<file path="src/rtl/rv32_pkg.sv">
// RV32I encoding constants shared by the instruction encoder and its bench:
// format codes, base opcodes, the canonical NOP and an immediate-fit helper.
package rv32_pkg;

  typedef enum logic {ST_EMPTY = 1'b0, ST_FULL = 1'b1} slot_e;

  localparam logic [2:0] FMT_R = 3'd0;
  localparam logic [2:0] FMT_I = 3'd1;
  localparam logic [2:0] FMT_S = 3'd2;
  localparam logic [2:0] FMT_B = 3'd3;
  localparam logic [2:0] FMT_U = 3'd4;
  localparam logic [2:0] FMT_J = 3'd5;

  localparam logic [6:0] OP_REG    = 7'b0110011;
  localparam logic [6:0] OP_IMM    = 7'b0010011;
  localparam logic [6:0] OP_LOAD   = 7'b0000011;
  localparam logic [6:0] OP_STORE  = 7'b0100011;
  localparam logic [6:0] OP_BRANCH = 7'b1100011;

  localparam logic [31:0] NOP = {12'd0, 5'd0, 3'd0, 5'd0, OP_IMM};

  // True when v is a sign-extension of its low n bits (bits [31:n-1] all equal).
  function automatic logic fits_signed(input logic [31:0] v, input int n);
    logic ok;
    ok = 1'b1;
    for (int i = 0; i < 32; i++) begin
      if ((i >= n - 1) && (v[i] != v[31])) begin
        ok = 1'b0;
      end
    end
    return ok;
  endfunction

endpackage

</file>
<file path="src/rtl/instr_pack.sv">
// Combinational field packer: decoded fields -> RV32I word plus error flag.
// Immediate range checking is compiled in with INSTR_ENC_RANGE_CHECK_EN.
module instr_pack
  import rv32_pkg::*;
(
  input  logic [2:0]  i_fmt,
  input  logic [6:0]  i_opcode,
  input  logic [4:0]  i_rd,
  input  logic [4:0]  i_rs1,
  input  logic [4:0]  i_rs2,
  input  logic [2:0]  i_funct3,
  input  logic [6:0]  i_funct7,
  input  logic [31:0] i_imm,
  output logic [31:0] o_instr,
  output logic        o_err
);

  logic w_rng_bad;

`ifdef INSTR_ENC_RANGE_CHECK_EN
  // B and J offsets are in half-words, so an odd value cannot be encoded.
  always_comb begin
    w_rng_bad = 1'b0;
    case (i_fmt)
      FMT_I, FMT_S: w_rng_bad = !fits_signed(i_imm, 12);
      FMT_B:        w_rng_bad = !fits_signed(i_imm, 13) || i_imm[0];
      FMT_J:        w_rng_bad = !fits_signed(i_imm, 21) || i_imm[0];
      FMT_U:        w_rng_bad = (i_imm[11:0] != 12'd0);
      default:      w_rng_bad = 1'b0;
    endcase
  end
`else
  assign w_rng_bad = 1'b0;
`endif

  always_comb begin
    o_instr = NOP;
    o_err   = 1'b0;
    case (i_fmt)
      FMT_R: o_instr = {i_funct7, i_rs2, i_rs1, i_funct3, i_rd, i_opcode};
      FMT_I: o_instr = {i_imm[11:0], i_rs1, i_funct3, i_rd, i_opcode};
      FMT_S: o_instr = {i_imm[11:5], i_rs2, i_rs1, i_funct3, i_imm[4:0], i_opcode};
      FMT_B: o_instr = {i_imm[12], i_imm[10:5], i_rs2, i_rs1, i_funct3,
                        i_imm[4:1], i_imm[11], i_opcode};
      FMT_U: o_instr = {i_imm[31:12], i_rd, i_opcode};
      FMT_J: o_instr = {i_imm[20], i_imm[10:1], i_imm[11], i_imm[19:12], i_rd, i_opcode};
      default: begin
        o_instr = NOP;
        o_err   = 1'b1;
      end
    endcase
    if (w_rng_bad) begin
      o_err = 1'b1;
    end else begin
      o_err = o_err;
    end
  end

endmodule

</file>
<file path="src/rtl/instr_encoder.sv">
// Streaming RV32I instruction encoder with a one-entry output slot and a
// word-address counter. Optional immediate range check: INSTR_ENC_RANGE_CHECK_EN.
module instr_encoder
  import rv32_pkg::*;
#(
  parameter int ADDR_W     = 10,
  parameter int RESET_ADDR = 0
) (
  input  logic              clk,
  input  logic              rst_n,
  input  logic              in_valid,
  output logic              in_ready,
  input  logic [2:0]        in_fmt,
  input  logic [6:0]        in_opcode,
  input  logic [4:0]        in_rd,
  input  logic [4:0]        in_rs1,
  input  logic [4:0]        in_rs2,
  input  logic [2:0]        in_funct3,
  input  logic [6:0]        in_funct7,
  input  logic [31:0]       in_imm,
  output logic              out_valid,
  input  logic              out_ready,
  output logic [31:0]       out_instr,
  output logic [ADDR_W-1:0] out_addr,
  output logic              out_err,
  input  logic              addr_load,
  input  logic [ADDR_W-1:0] addr_in
);

  slot_e             r_state;
  logic [31:0]       r_instr;
  logic              r_err;
  logic [ADDR_W-1:0] r_addr;
  logic [31:0]       w_instr;
  logic              w_err;
  logic              w_in_hs;
  logic              w_out_hs;

  instr_pack u_pack (
    .i_fmt    (in_fmt),
    .i_opcode (in_opcode),
    .i_rd     (in_rd),
    .i_rs1    (in_rs1),
    .i_rs2    (in_rs2),
    .i_funct3 (in_funct3),
    .i_funct7 (in_funct7),
    .i_imm    (in_imm),
    .o_instr  (w_instr),
    .o_err    (w_err)
  );

  assign out_valid = (r_state == ST_FULL);
  assign in_ready  = !out_valid || out_ready;
  assign w_in_hs   = in_valid && in_ready;
  assign w_out_hs  = out_valid && out_ready;
  assign out_instr = r_instr;
  assign out_err   = r_err;
  assign out_addr  = r_addr;

  // Output slot and address counter; an explicit load overrides the post-handshake increment.
  always_ff @(posedge clk or negedge rst_n) begin
    if (!rst_n) begin
      r_state <= ST_EMPTY;
      r_instr <= 32'd0;
      r_err   <= 1'b0;
      r_addr  <= ADDR_W'(RESET_ADDR);
    end else begin
      if (w_in_hs) begin
        r_state <= ST_FULL;
        r_instr <= w_instr;
        r_err   <= w_err;
      end else if (w_out_hs) begin
        r_state <= ST_EMPTY;
      end
      if (addr_load) begin
        r_addr <= addr_in;
      end else if (w_out_hs) begin
        r_addr <= r_addr + ADDR_W'(1);
      end
    end
  end

endmodule
</file>
<file path="config.mk">
export PLATFORM = sky130hd
export DESIGN_NAME = instr_encoder
export DESIGN_NICKNAME = d
export VERILOG_FILES = /design/src/rtl/rv32_pkg.sv /design/src/rtl/instr_pack.sv /design/src/rtl/instr_encoder.sv
export SDC_FILE = /design/constraint.sdc
export NUM_CORES = 1
export LEC_CHECK = 0
export ABC_AREA = 1
export CORE_AREA = 3 3 82 104
export CTS_BUF_LIST = sky130_fd_sc_hd__clkbuf_8
export DETAILED_ROUTE_END_ITERATION = 6
export DIE_AREA = 0 0 85 107
export PLACE_DENSITY = 0.78
export SETUP_SLACK_MARGIN = 0.3
export SYNTH_ARGS = -nofsm -noshare
export SYNTH_HDL_FRONTEND = slang
export SYNTH_HIERARCHICAL = 1
export SYNTH_SLANG_ARGS = --single-unit
</file>
<file path="constraint.sdc">
create_clock -name clk -period 1.9 [get_ports clk]
set_input_delay 0.475 -clock clk [delete_from_list [all_inputs] [get_ports clk]]
set_output_delay 0.475 -clock clk [all_outputs]
set_load 0.05 [all_outputs]
</file>
==> flow_summary.json <==
{
  "grt_antenna_before_repair": 0,
  "grt_pass1_vias": 2826,
  "dpl_cell_area_um2": 3970,
  "syn_nets": 453,
  "rows": 36,
  "n_fill_cell": 760,
  "hold_path_class": "input pin to async pin",
  "drc_errors": 0,
  "drtIter0Drc": 84,
  "multi_input_area_um2": 1340,
  "wl_met2_um": 4170,
  "core-area_um2": 7700,
  "dp_hpwl_um": 6430,
  "syn_to_final_growth_pct": 53.6,
  "rsz0062_at_grt": "false",
  "final_area_um2": 4080,
  "cp_max_fo": 3,
  "seq_area_um2": 1100,
  "die_y_um": 107,
  "cts_buffer_depth": 2,
  "grt_pass1_wl_um": 13100,
  "clock_latency_ns": 0.28,
  "final_cell_mix": "nand2_1, clkdlybuf4s50_1, nand3_1, buf_4, dfrtp_1",
  "clock-sinks": 44,
  "timing.rr.end": "out_addr[8]$_DFFE_PN0P_",
  "irDropWorstVdd_mv": 0.365,
  "dr_wl_met3_um": 440,
  "fmax_ghz": 0.665,
  "via_count": 2868,
  "fin_worst_skew_ns": 0.00438,
  "cp-start-kind": "input pin",
  "cts_root_buf": "clkbuf_8",
  "worstMarginPinSlew_ns": 0.471,
  "io_pins": 127,
  "die-area_um2": 9100,
  "dieWidth_um": 85,
  "dp_slack_ns": 0.0186,
  "powerDensity_nw_per_um2": 783,
  "tritoncts": "yes",
  "yosys_warnings": 6,
  "wl_per_cell_um": 13.1,
  "syn_avg_cell_area_um2": 7.19,
  "drtPass1Iterations": 5,
  "r2r_slack_ns": 0.64,
  "syn-cell-area_um2": 2660,
  "dp_cells": 589,
  "seq_area_frac_synth_pct": 41.4,
  "slowest_stage": "dlygate4sd2_1",
  "nets": 585,
  "diodes": 0,
  "timing.final.crit_share_pct": 79.1,
  "fin_crit_ns": 1.50,
  "final_common_cell": "nand2_1",
  "grt_start_max_net_pins": 27,
  "synth-seq-cells": 44,
  "slew_violations": 0,
  "finalNonFillerCells": 596,
  "drive_above_1_share_pct": 18.0,
  "initial_core_util_pct": 34.5,
  "viasPerCell": 4.81,
  "hold_viol_final": 0,
  "wl_um": 7790,
  "io_buffers": 126,
  "htree_levels": 2,
  "grt.total_usage_pct": 17.6,
  "gp_congestion": 0.903,
  "cp_num_buf_inv": 3,
  "status": "finished, final reports clean",
  "clk_pin_slew_ns": 0.07,
  "ant_nets": 0,
  "rr_startpoint": "out_addr[0]$_DFFE_PN0P_",
  "setup_violations": 0,
  "critPathCaptureType": "output pin",
  "cp_num_cells": 4,
  "cp_cell_sequence": "dlygate4sd2_1 > inv_2 > nand2_4 > buf_12",
  "fin_setup_tns_ns": 0,
  "r2r_cells": 7,
  "relSlewSlack_pct": 68.6,
  "top_layer_used": "met4",
  "grt-ovfl-total": 0,
  "setup_slack_ns": 0.396,
  "synth_cells": 370,
  "crit_path_max_incr_delay_ns": 0.26,
  "worstSetupPathType": "input pin to output pin",
  "cts_buffers": 5,
  "p_leak_nw": 2.11,
  "timing.critical_path.required_ns": 1.42,
  "maxCapViolations": 0,
  "worstPathArrival_ns": 1.03,
  "synth_cell_types": 27,
  "crit_family": "buffers and inverters",
  "wl_met1_um": 3060
}
## logic make-up after synthesis
| logic type | share of synthesized area, % |
|---|---|
| DFF | 41.4 |
| AOI/OAI and AO/OA | 3.25 |
| buffers and inverters | 8.28 |
| xor gates and xnor gates | 0.659 |
| and+or+nand+nor | 45.9 |
| adders and majority gates | 0.471 |
## final cells by class
cell class,instances,share of cell area (%)
Timing Repair Buffer,141,32.4
Inverter,24,2.39
Multi-Input combinational cell,286,32.9
Clock buffer,5,1.69
Clock inverter,1,0.735
Tap cell,95,2.91
Sequential cell,44,27.0
## registers in the layout, indices dropped and copies added (netlist names)
name / count
out_instr: 32
out_addr: 10
out_err: 1
out_valid: 1
## repair_timing
item                                    4_1_cts  5_1_grt
endpoints found under the setup margin        1       11
buffers inserted                              0        1
hold buffers                                  0        0
gates resized for setup                       2        3
pin swaps                                     0        1
## report_power, final
group / internal, mW / leakage [nW] / switching, mW
sequential: 1.07 / 0.550 / 0.109
combinational: 0.491 / 1.51 / 0.864
clock: 0.377 / 0.0501 / 0.286
total: 1.94 / 2.11 / 1.26
## worst max-delay path by stage
stage                            startpoint                        end  slack, ns
floorplan             out_valid$_DFFE_PN0P_                   in_ready       0.35
global placement                  in_fmt[1]  out_instr[22]$_DFFE_PN0P_       0.06
detailed placement                in_fmt[1]  out_instr[22]$_DFFE_PN0P_       0.02
CTS                               in_fmt[1]  out_instr[22]$_DFFE_PN0P_       0.33
global route        out_addr[3]$_DFFE_PN0P_                out_addr[3]       0.36
finish                            out_ready                   in_ready       0.40
## cells in the mapped netlist
master,instances,area share [%]
clkbuf_1,2,0.28
nor2_4,5,2.1
buf_2,5,0.94
buf_4,3,0.85
o21bai_1,3,0.85
nand3_2,1,0.38
xor2_1,2,0.66
inv_2,5,0.71
o211ai_1,3,0.85
nand3_1,72,14
a21oi_1,2,0.38
inv_1,16,2.3
or2_1,3,0.71
nor2_2,1,0.24
inv_4,3,0.71
nor2_8,2,1.5
ha_1,1,0.47
nand2_4,1,0.42
nand2_1,164,23
buf_6,6,2.5
o21ai_1,2,0.38
a31oi_1,1,0.24
o21ai_0,3,0.56
nor2_1,9,1.3
dfrtp_1,44,41
nand2_2,5,1.2
nand4_1,6,1.4
## layer usage
| metal | track usage (%) | vias to the layer above |
|---|---|---|
| met5 | 0 | - |
| met4 | 6.22 | 0 |
| met3 | 2.61 | 13 |
| met2 | 31.4 | 102 |
| met1 | 21.2 | 1306 |
| li1 | - | 1447 |
## per-stage QoR
| step | power [mW] | util, % | hold slack [ns] |
|---|---|---|---|
| detailed placement | 2.55 | 51.5 | 0.455 |
| global placement | 2.54 | 51.5 | 0.454 |
| floorplan | 2.01 | - | 0.179 |
| CTS | 3.22 | 52.8 | 0.140 |
| global route | 3.38 | 53.0 | 0.153 |
| finish | 3.20 | 53.0 | 0.135 |
## worst reg2reg max path: cells and delay by family, from the launching register on
kind | cells | cell delay (ns)
compound gates | 1 | 0.13
flops | 1 | 0.41
simple gates | 5 | 0.42
fa+ha+maj | 1 | 0.24
Note: power is estimated with default switching activity, not from simulation.
